--- src/rtl/a2d_sequencer.sv ---
// -----------------------------------------------------------------------------
// a2d_sequencer
//
// Command-side driver for A2D_intf. Sweeps a masked subset of the eight
// ADC128S channels in ascending order. Each conversion gets one strt_cnv pulse,
// and the sequencer then waits for cnv_cmplt. Each 12-bit result, optionally
// inverted, is stored in a per-channel register file.
//
// A conversion that never completes sets a sticky timeout flag. A one-cycle
// sweep_done pulse marks the end of every full sweep. A configurable idle gap
// separates consecutive sweeps.
//
// Ports:
//   clk        in   1   system clock, rising edge
//   rst_n      in   1   asynchronous active-low reset
//   en         in   1   level, 1 = run continuous sweeps
//   ch_mask    in   8   channels to convert, latched at sweep start
//   clr_err    in   1   synchronous clear of tmo_err
//   strt_cnv   out  1   one-cycle conversion start pulse
//   chnnl      out  3   channel under conversion, stable through cnv_cmplt
//   cnv_cmplt  in   1   conversion done pulse
//   res        in  12   conversion result, valid with cnv_cmplt
//   rd_ch      in   3   read select
//   rd_data    out 12   stored value of channel rd_ch (combinational mux)
//   valid      out  8   bit i set once channel i holds a result
//   busy       out  1   sequencer is not idle
//   sweep_done out  1   one-cycle pulse after each completed sweep
//   tmo_err    out  1   sticky conversion timeout flag
// -----------------------------------------------------------------------------
module a2d_sequencer #(
   parameter int INV_RES    = 1,
   parameter int TIMEOUT    = 1024,
   parameter int GAP_CYCLES = 16
) (
   input  logic        clk,
   input  logic        rst_n,
   input  logic        en,
   input  logic [7:0]  ch_mask,
   input  logic        clr_err,
   output logic        strt_cnv,
   output logic [2:0]  chnnl,
   input  logic        cnv_cmplt,
   input  logic [11:0] res,
   input  logic [2:0]  rd_ch,
   output logic [11:0] rd_data,
   output logic [7:0]  valid,
   output logic        busy,
   output logic        sweep_done,
   output logic        tmo_err
);

   typedef enum logic [1:0] {
      IDLE  = 2'd0,
      START = 2'd1,
      WAIT  = 2'd2,
      GAP   = 2'd3
   } state_t;

   localparam logic [15:0] TMO_LAST = 16'(TIMEOUT - 1);
   localparam logic [15:0] GAP_LAST = 16'(GAP_CYCLES);

   // Returns {found, index} for the lowest set bit of mask at or above floor_i.
   // Scanning downwards lets the lowest qualifying bit overwrite higher ones.
   function automatic logic [3:0] first_set_from(input logic [7:0] mask,
                                                 input logic [3:0] floor_i);
      logic [3:0] r;
      r = 4'd0;
      for (int i = 7; i >= 0; i--) begin
         if (mask[i] && (4'(i) >= floor_i)) begin
            r = {1'b1, 3'(i)};
         end else begin
            r = r;
         end
      end
      return r;
   endfunction

   state_t      state_r, state_nxt_s;
   logic [15:0] cnt_r, cnt_nxt_s;
   logic [7:0]  mask_r, mask_nxt_s;
   logic [2:0]  chnnl_r, chnnl_nxt_s;
   logic        strt_cnv_r;
   logic        busy_r;
   logic        sweep_done_r, done_nxt_s;
   logic        tmo_err_r, tmo_set_s;
   logic        wr_en_s;
   logic [7:0]  valid_r;
   logic [11:0] data_r [8];
   logic [11:0] wr_data_s;
   logic [3:0]  first_s;
   logic [3:0]  next_s;

   // Value written to the register file; the ADC data path may be inverted.
   assign wr_data_s = (INV_RES != 0) ? ~res : res;

   // Lowest channel of a fresh mask, and next channel above the current one.
   assign first_s = first_set_from(ch_mask, 4'd0);
   assign next_s  = first_set_from(mask_r, {1'b0, chnnl_r} + 4'd1);

   // Next-state, counter, channel and event decode.
   always_comb begin
      state_nxt_s = state_r;
      cnt_nxt_s   = cnt_r;
      mask_nxt_s  = mask_r;
      chnnl_nxt_s = chnnl_r;
      wr_en_s     = 1'b0;
      tmo_set_s   = 1'b0;
      done_nxt_s  = 1'b0;
      case (state_r)
         IDLE: begin
            if (en && first_s[3]) begin
               mask_nxt_s  = ch_mask;
               chnnl_nxt_s = first_s[2:0];
               state_nxt_s = START;
            end else begin
               state_nxt_s = IDLE;
            end
         end
         START: begin
            cnt_nxt_s   = 16'd0;
            state_nxt_s = WAIT;
         end
         WAIT: begin
            // Completion beats a simultaneous timeout.
            if (cnv_cmplt) begin
               wr_en_s = 1'b1;
            end else if (cnt_r == TMO_LAST) begin
               tmo_set_s = 1'b1;
            end else begin
               cnt_nxt_s = cnt_r + 16'd1;
            end
            if (cnv_cmplt || (cnt_r == TMO_LAST)) begin
               if (!en) begin
                  state_nxt_s = IDLE;
               end else if (next_s[3]) begin
                  chnnl_nxt_s = next_s[2:0];
                  state_nxt_s = START;
               end else begin
                  // GAP always spends its first cycle alongside sweep_done,
                  // so a new strt_cnv follows sweep_done by GAP_CYCLES+1.
                  done_nxt_s  = 1'b1;
                  cnt_nxt_s   = 16'd0;
                  state_nxt_s = GAP;
               end
            end else begin
               state_nxt_s = WAIT;
            end
         end
         GAP: begin
            if (cnt_r == GAP_LAST) begin
               if (en && first_s[3]) begin
                  mask_nxt_s  = ch_mask;
                  chnnl_nxt_s = first_s[2:0];
                  state_nxt_s = START;
               end else begin
                  state_nxt_s = IDLE;
               end
            end else begin
               cnt_nxt_s   = cnt_r + 16'd1;
               state_nxt_s = GAP;
            end
         end
         default: begin
            state_nxt_s = IDLE;
         end
      endcase
   end

   // Control state, counters and registered handshake/status outputs.
   always_ff @(posedge clk or negedge rst_n) begin
      if (!rst_n) begin
         state_r      <= IDLE;
         cnt_r        <= 16'd0;
         mask_r       <= 8'd0;
         chnnl_r      <= 3'd0;
         strt_cnv_r   <= 1'b0;
         busy_r       <= 1'b0;
         sweep_done_r <= 1'b0;
         tmo_err_r    <= 1'b0;
      end else begin
         state_r      <= state_nxt_s;
         cnt_r        <= cnt_nxt_s;
         mask_r       <= mask_nxt_s;
         chnnl_r      <= chnnl_nxt_s;
         strt_cnv_r   <= (state_nxt_s == START);
         busy_r       <= (state_nxt_s != IDLE);
         sweep_done_r <= done_nxt_s;
         if (tmo_set_s) begin
            tmo_err_r <= 1'b1;
         end else if (clr_err) begin
            tmo_err_r <= 1'b0;
         end else begin
            tmo_err_r <= tmo_err_r;
         end
      end
   end

   // Per-channel result register file and valid flags.
   always_ff @(posedge clk or negedge rst_n) begin
      if (!rst_n) begin
         valid_r <= 8'd0;
         for (int i = 0; i < 8; i++) begin
            data_r[i] <= 12'd0;
         end
      end else if (wr_en_s) begin
         data_r[chnnl_r]  <= wr_data_s;
         valid_r[chnnl_r] <= 1'b1;
      end else begin
         valid_r <= valid_r;
      end
   end

   assign strt_cnv   = strt_cnv_r;
   assign chnnl      = chnnl_r;
   assign busy       = busy_r;
   assign sweep_done = sweep_done_r;
   assign tmo_err    = tmo_err_r;
   assign valid      = valid_r;
   assign rd_data    = data_r[rd_ch];

endmodule

--- config.mk ---
export PLATFORM = sky130hd
export DESIGN_NAME = a2d_sequencer
export DESIGN_NICKNAME = d
export VERILOG_FILES = /design/src/rtl/a2d_sequencer.sv
export SDC_FILE = /design/constraint.sdc
export NUM_CORES = 1
export LEC_CHECK = 0
export CAP_MARGIN = 20
export CORE_UTILIZATION = 60
export DETAILED_ROUTE_END_ITERATION = 10
export PLACE_DENSITY = 0.82
export SETUP_SLACK_MARGIN = 0.3
export SLEW_MARGIN = 10
export SYNTH_ARGS = -nofsm -noshare
export SYNTH_HDL_FRONTEND = slang
export SYNTH_SLANG_ARGS = --single-unit
--- constraint.sdc ---
create_clock -name clk -period 7.7 [get_ports clk]
set_clock_uncertainty 0.1 [all_clocks]
set_input_delay 1.155 -clock clk [delete_from_list [all_inputs] [get_ports clk]]
set_output_delay 1.155 -clock clk [all_outputs]
set_load 0.03 [all_outputs]
==> results.cfg, run 1 <==
[timing]
drv_slew = 0
timing.fmax_mhz = 217
setup_violations = 0
fin_crit_sh_pct = 59.8
setup_tns_ns = 0
period_minus_slack_ns = 4.60
slew-limit-headroom_pct = 27.3
worstMarginPinSlew_ns = 1.09
hold_ws_ns = 0.365
hold_violations = 0
grt_setup_unrepaired = false

[clocking]
cts_resized = 0
hold_buffers = 0
clock_latency_ns = 0.54
clockBufferDepth = 2
root_buffer = clkbuf_8
cts_buffers = 17
postCtsSetupBuffers = 0
cts_max_level = 4
clock-sinks = 137
cts_tree = done
clkTransAtPathRegs_ns = 0.06

[critical_path]
endpoint = rd_data[8]
startpoint = rd_ch[1]
reg2reg_to = cnt_r[0]
endpoint_kind = output port
crit_chain = clkdlybuf4s50_1 > buf_8 > mux4_2 > mux2_2 > clkdlybuf4s50_1
path_class = in -> out
r2r_cells = 8
critPathMaxStageDelay_ns = 0.70
crit_fanout = 18
cp-start-kind = primary input
regToRegSetupSlack_ns = 4.79
arrival_ns = 3.35
critical-path-slowest-cell = clkdlybuf4s50_1
crit_top_cell = clkdlybuf4s50_1
r2r-start = chnnl[1]
required_ns = 6.44

[yosys]
yosysTopAreaCell = dfrtp_1
synth_top_family_by_area = compound AO/OA/AOI/OAI gates
netlist.area_leader.share_pct = 52.2
synth_warnings = 0
synthAdderAreaFrac_pct = 1.90
synth_flop_cell = dfrtp_1
yosysMostFrequentCell = dfrtp_1
synth-simple-area-share_pct = 14.2
synthTopCellsByArea = dfrtp_1, mux4_2, o21ai_0
synth_xor_area_share_pct = 0.400
muxShareOfSynthArea_pct = 11.9
ys_top_cells_by_count = dfrtp_1, nand2_1, o21ai_0, mux4_2, clkbuf_1
syn_area_per_cell_um2 = 10.6
synth_fp_nets = 656
synth.distinct_cells = 63
synth_compound_area_share_pct = 16.4
synth_edf_count = 0
syn_inst = 618
ys_ff_latch = 137
yosysSeqAreaShare_pct = 52.2
synth_area_um2 = 6570
async_flop_share_pct = 100

[floorplanning]
initial_core_util_pct = 62.8
die_y_um = 107
dieArea_um2 = 11400
io_pins = 55
core_um2 = 10500
rows = 37
die_w_um = 107

[global_routing]
grtUsageTotal_pct = 29.8
busiest_layer = met2
grt_max_degree = 78
grt-ovfl-total = 0
met1_usage_pct = 37.9
grt_pass1_wl_mm = 25.4
antenna_found_initial = 0
grt_pass1_vias = 5234
gr-usage-met2_pct = 48.1
grt_use_met3_pct = 8.45

[layout]
n_antenna_cell = 0
nNetsFinal = 700
area_delta_synth_final_pct = 17.5
layout-drive-gt1-share_pct = 13.6

[routing]
wirelength_mm = 15.2
drcViolationCount = 0
vias_per_cell = 6.25
first_pass_iters = 6
ant_nets = 0
num_vias = 5063
initialDrtViolationCount = 347
wl_per_cell_um = 18.7

[hold_path]
worstHoldPathCells = 1
worstHoldPathType = reg -> reg

[power_and_ir_drop]
p_comb_share_pct = 34.7
leakage_nw = 3.36
intPower_mw = 1.92
vdd_drop_max_v = 0.000268
p_seq_share_pct = 39.7
swShare_pct = 35.9
clockPowerShare_pct = 25.6
power_density_nw_per_um2 = 389
p_switching_mw = 1.08

[placement]
port-buffer-count = 54
gp_congestion = 0.859
dp_hpwl_mm = 9.72

[outcome]
status = completed

[job]
drv_cap = 0
power groups by stage:
stage | combinational, mW | clock [mW] | sequential [mW]
after global routing | 1.14 | 0.806 | 1.22
after floorplan | 0.710 | 0 | 1.18
final | 1.04 | 0.767 | 1.19
after detailed placement | 1.03 | 0 | 1.19
after global placement | 0.978 | 0 | 1.18
after CTS | 1.04 | 0.775 | 1.19
per-stage QoR:
stage	cells	instance area (um^2)	util, %	total power [mW]	worst slack [ns]
after global routing	810	7720	73.8	3.17	3.01
after CTS	809	7700	73.6	3.00	2.69
after global placement	778	7140	68.2	2.15	2.73
after detailed placement	778	7140	68.2	2.22	2.71
after floorplan	618	6570	-	1.89	3.80
final	810	7720	73.8	3.00	3.10
worst min path at each step:
stage | start | to | slack, ns
3_5_place_dp | valid[0] | valid[0] | 0.35
4_1_cts | valid[0] | valid[0] | 0.37
6_report | valid[1] | valid[1] | 0.36
3_3_place_gp | valid[2] | valid[2] | 0.35
2_1_floorplan | data_r[12] | data_r[12] | 0.34
5_1_grt | valid[0] | valid[0] | 0.39
worst max-delay path: cells and delay by family:
family / cells / cell delay (ns)
buf+inv: 3 / 1.58
mux: 2 / 0.60
cell families after synthesis:
kind of cell	Yosys count
adder cells (fa/ha/maj)	10
flip-flops	137
multiplexers	45
AO/OA/AOI/OAI	177
XOR/XNOR	3
buffers and inverters	45
AND/OR/NAND/NOR	201
cell usage in the layout (no fill, tap or decap), types with 2 or more instances in the layout:
cell type / instances
dfrtp_1: 137
nand2_1: 114
o21ai_0: 103
clkdlybuf4s50_1: 52
mux4_2: 24
mux2_2: 20
nor2_1: 19
a21oi_1: 19
clkbuf_16: 16
nand2b_1: 15
nand3_1: 15
inv_1: 14
o31ai_1: 12
ha_1: 10
nor3_1: 9
a31oi_1: 7
clkinvlp_4: 6
clkbuf_8: 5
a22o_1: 3
a211oi_1: 3
o21ai_1: 3
and2_1: 3
and4_1: 3
and3_1: 3
nand4_1: 3
o21bai_1: 3
a311oi_1: 3
xnor2_1: 2
o221ai_2: 2
nor4_1: 2
nor4b_1: 2
or4_1: 2
nor2b_1: 2
a21o_1: 2
o22a_2: 2
clkinv_4: 2
buf_4: 2
metal layers:
layer / wire length [um] / vias up
met2: 7510 / 199
met4: 381 / 0
met1: 6320 / 2508
li1: - / 2320
met5: 0 / -
met3: 967 / 36
final cells by class:
class	count	area [um^2]
sequential	137	3430
multi-input combinational	436	2940
fill	738	2750
timing repair buffer	56	556
clock buffer	22	473
tap	136	170
clock inverter	9	92.6
inverter	14	52.6
sequential cells by signal, summed over array words and instances, names as in the netlist:
signal,count
strt_cnv,1
mask_r,8
data_r,96
state_r,2
busy,1
sweep_done,1
valid,8
cnt_r,16
chnnl,3
tmo_err,1
Note: power is estimated with default switching activity, not from simulation.
==> inputs of run 2 (changes only) <==
CORE_UTILIZATION = 52   (was 60)
PLACE_DENSITY = 0.76   (was 0.82)
clock period = 4.2 ns   (was 7.7 ns; I/O delays follow)
==> run 2 against run 1 <==
Die area rose by 15%; clock power rose by 89%; count of clock-buffer cells in the layout did not move; wire length rose by 3.2%; first-iteration DRC count rose by 31%; critical path depth did not move; largest power group unchanged; highest routed layer unchanged.
==> results.cfg, run 2 (synthesized netlist as in run 1, its figures left out) <==
[global_routing]
antenna_found_initial = 0
grt_pass1_vias = 5195
grtUsageTotal_pct = 26.4
grt-ovfl-total = 0
grt_pass1_wl_mm = 26.3
grt_max_degree = 107

[critical_path]
r2r-start = chnnl[1]
reg2reg_to = cnt_r[0]
critPathMaxStageDelay_ns = 0.59
arrival_ns = 2.73
regToRegSetupSlack_ns = 1.33
r2r_cells = 8
path_class = in -> out
required_ns = 3.47
crit_fanout = 14
endpoint_kind = output port
crit_chain = buf_2 > buf_4 > mux4_2 > mux2_2 > clkdlybuf4s50_1
critical-path-slowest-cell = clkdlybuf4s50_1
cp-start-kind = primary input

[placement]
preCtsSetupSlack_ns = 0.726
dp_hpwl_mm = 10.0
gp_congestion = 0.927
port-buffer-count = 54

[timing]
setup_violations = 0
fin_crit_sh_pct = 82.4
slew-limit-headroom_pct = 32.4
fin_ws_ns = 0.739
period_minus_slack_ns = 3.46
grt_setup_unrepaired = false
hold_violations = 0
setup_tns_ns = 0
drv_slew = 0
worstMarginPinSlew_ns = 1.01
timing.fmax_mhz = 289

[routing]
num_vias = 5044
routedLengthMet1_mm = 6.99
wl_met3_um = 893
top_layer = met4
wl_per_cell_um = 18.5
met2_length_mm = 7.57
drcViolationCount = 0
ant_nets = 0
wirelength_mm = 15.7
initialDrtViolationCount = 455
vias_per_cell = 5.94
first_pass_iters = 5

[clocking]
cts_max_level = 4
clkTransAtPathRegs_ns = 0.05
hold_buffers = 0
root_buffer = clkbuf_16
clockBufferDepth = 2
clock-sinks = 137
cts_tree = done
postCtsSetupBuffers = 0
clock_latency_ns = 0.41
cts_buffers = 17
cts_resized = 0

[power_and_ir_drop]
p_comb_share_pct = 34.5
vdd_drop_max_v = 0.000470
swShare_pct = 36.0
finalPower_mw = 5.56
p_seq_share_pct = 39.4
intPower_mw = 3.55
p_switching_mw = 2.00
clockPowerShare_pct = 26.1
leakage_nw = 3.41
power_density_nw_per_um2 = 711

[layout]
final_common_cell = dfrtp_1
reg_top3 = data_r x96, cnt_r x16
finish.utilization_pct = 64.2
area_delta_synth_final_pct = 19.0
layout-drive-gt1-share_pct = 14.4
nNetsFinal = 706
final_cell_mix = dfrtp_1, nand2_1, o21ai_0
regMostFlops = data_r
largest_reg_flops = 96
n_antenna_cell = 0

[floorplanning]
core_um2 = 12200
initial_core_util_pct = 54.0
die_y_um = 114
io_pins = 55
rows = 40
dieArea_um2 = 13100
die_w_um = 114

[hold_path]
worstHoldPathType = in -> async

[job]
drv_cap = 0

[outcome]
status = completed
[run 2: cell count changes in the layout (fill, tap and decap cells not counted), moves of 2 or more]
cell / delta
buf_4: +6
inv_6: +4
clkbuf_8: -2
clkinvlp_4: -5
clkinv_4: +2
[run 2: power groups by stage]
stage / Clock [mW] / Combinational [mW] / Sequential (mW)
floorplan: 0 / 1.30 / 2.16
detailed placement: 0 / 1.90 / 2.19
global route: 1.53 / 2.11 / 2.24
global placement: 0 / 1.81 / 2.17
finish: 1.45 / 1.92 / 2.19
CTS: 1.47 / 1.92 / 2.18
[run 2: worst max-delay path by stage]
stage / start / end / depth (start not counted)
after floorplan: rd_ch[0] / rd_data[0] / 4
after global placement: rd_ch[0] / rd_data[1] / 5
after detailed placement: rd_ch[0] / rd_data[1] / 5
after CTS: rd_ch[0] / rd_data[5] / 5
after global routing: rd_ch[0] / rd_data[4] / 5
final: rd_ch[0] / rd_data[5] / 5
[run 2: worst max-delay path, delay by kind of cell]
family,cells,cell delay (ns)
buffers and inverters,3,1.28
multiplexers,2,0.80
[run 2: through the flow]
stage	std cells	instance area [um^2]	hold slack, ns
floorplan	618	6570	0.234
global placement	817	7230	0.349
detailed placement	817	7230	0.355
CTS	849	7810	0.282
global route	849	7810	0.305
finish	849	7810	0.207
[run 2: layer usage]
layer | vias up | global-route usage, %
met5 | - | 0
met4 | 0 | 8.14
met3 | 27 | 7.25
met2 | 159 | 41.3
met1 | 2526 | 36.1
li1 | 2332 | -
[run 2: cell type report]
cell class / count / area (um^2)
multi-input cells: 436 / 2940
flip-flops and latches: 137 / 3430
clock buffers: 22 / 474
clock inverters: 10 / 108
repair buffers: 62 / 597
well taps: 168 / 210
fillers: 979 / 4350
inverters: 14 / 52.6
==> inputs of run 3 (changes only) <==
CORE_UTILIZATION = 58   (was 52)
PLACE_DENSITY = 0.8   (was 0.76)
clock period = 3.4 ns   (was 4.2 ns; I/O delays follow)
==> run 3 against run 2 <==
The flow now finishes with violations (negative hold slack); sequential share of layout area grew 0.29 points; core utilization grew 6.7 points; highest routed layer unchanged; wire length shrank 2.7%; die area shrank 10%; via count grew 1.1%; combinational power grew 25%; final cell count shrank 2.9%; count of clock-buffer cells in the layout shrank 2; largest cell class unchanged; sequential cell count is the same; first-iteration DRC count shrank 36%; non-clock buffer count grew 4.
==> results.cfg, run 3 (synthesized netlist as in run 1, its figures left out) <==
[timing]
drv_slew = 0
setup_tns_ns = 0
slew-limit-headroom_pct = 38.1
fin_ws_ns = 0.317
hold_violations = 7
fin_crit_sh_pct = 90.7
grt_setup_unrepaired = false
worstMarginPinSlew_ns = 0.926
setup_violations = 0
hold_ws_ns = -0.00966
period_minus_slack_ns = 3.08
timing.fmax_mhz = 324

[clocking]
cts_buffers = 17
postCtsSetupBuffers = 0
clkTransAtPathRegs_ns = 0.05
cts_max_level = 4
root_buffer = clkbuf_16
clock-sinks = 137
clock_latency_ns = 0.41
cts_tree = done
clockBufferDepth = 2

[floorplanning]
io_pins = 55
core_um2 = 10900
rows = 38
dieArea_um2 = 11800
initial_core_util_pct = 60.1
die_w_um = 108
die_y_um = 108

[critical_path]
crit_top_cell = clkdlybuf4s50_1
critPathTopFamily = buffers and inverters
endpoint_kind = output port
worst-path-stages = 5
cp-start-kind = primary input
crit_chain = clkdlybuf4s50_1 > buf_12 > mux4_2 > mux2_2 > clkdlybuf4s50_1
path_class = in -> out
critPathBufInv = 3
critPathMaxStageDelay_ns = 0.60
arrival_ns = 2.47
critical-path-slowest-cell = clkdlybuf4s50_1
crit_fanout = 24
required_ns = 2.79
r2r_cells = 8

[layout]
largest_reg_flops = 96
reg_top3 = data_r x96, cnt_r x16
finalNonFillerCells = 824
area_delta_synth_final_pct = 18.2
regMostFlops = data_r
final_cell_mix = dfrtp_1, nand2_1, o21ai_0
final_common_cell = dfrtp_1
nNetsFinal = 710
n_antenna_cell = 0
layout-drive-gt1-share_pct = 14.9

[global_routing]
grt_pass1_wl_mm = 25.4
grt_max_degree = 71
grt-ovfl-total = 0
grtUsageTotal_pct = 28.5
antenna_found_initial = 0
grt_pass1_vias = 5258

[placement]
preCtsSetupSlack_ns = 0.350
dp_cells = 793
dp_hpwl_mm = 9.85
gp_congestion = 0.877
port-buffer-count = 54

[power_and_ir_drop]
vdd_drop_max_v = 0.000464
intPower_mw = 4.24
finalPower_mw = 6.68
p_comb_share_pct = 35.8
clockPowerShare_pct = 24.0
power_density_nw_per_um2 = 861
leakage_nw = 3.42
p_seq_share_pct = 40.1
swShare_pct = 36.6
p_switching_mw = 2.44

[outcome]
violations = negative hold slack
status = finished, violations left

[routing]
ant_nets = 0
first_pass_iters = 5
drcViolationCount = 0
initialDrtViolationCount = 292
vias_per_cell = 6.19
wirelength_mm = 15.2
num_vias = 5101
wl_per_cell_um = 18.5

[hold_path]
worstHoldPathType = in -> async

[job]
drv_cap = 0
run 3: path summary, 6_finish.rpt:
| kind | start | to | slack, ns |
|---|---|---|---|
| worst max-delay path | rd_ch[1] | rd_data[0] | 0.32 |
| worst min-delay path | rst_n | valid[2] | -0.01 |
| worst max register to register | chnnl[1] | cnt_r[0] | 0.51 |
| worst min register to register | valid[0] | valid[0] | 0.36 |
| max in group asynchronous | rst_n | mask_r[3] | 2.45 |
| min in group clk | valid[0] | valid[0] | 0.36 |
run 3: timing repair:
item,in CTS,in global routing
resized for setup,0,1
hold buffers,0,0
endpoints found under the setup margin,0,1
run 3: cell type report:
cell class | count | area (um^2)
clock inverters | 11 | 76.3
multi-input cells | 436 | 2940
clock buffers | 20 | 437
well taps | 140 | 175
fillers | 755 | 3170
flip-flops and latches | 137 | 3430
repair buffers | 66 | 649
inverters | 14 | 52.6
run 3: power by group through the flow:
stage / registers [mW] / logic, mW / clock network [mW]
finish: 2.68 / 2.40 / 1.61
global route: 2.76 / 2.63 / 1.70
CTS: 2.67 / 2.39 / 1.62
detailed placement: 2.69 / 2.35 / 0
global placement: 2.66 / 2.23 / 0
floorplan: 2.67 / 1.61 / 0
run 3: routing by layer:
| layer | track usage, % | wire [um] | vias to the layer above |
|---|---|---|---|
| li1 | - | - | 2335 |
| met5 | 0 | 0 | - |
| met1 | 37.8 | 6510 | 2549 |
| met2 | 45.4 | 7420 | 179 |
| met3 | 7.23 | 1030 | 38 |
| met4 | 11.2 | 285 | 0 |
run 3: metrics by stage:
step	utilization [%]	cell area, um^2
2_1_floorplan	-	6570
3_5_place_dp	66.3	7250
5_1_grt	71.0	7760
4_1_cts	71.0	7760
3_3_place_gp	66.3	7250
6_report	71.0	7760
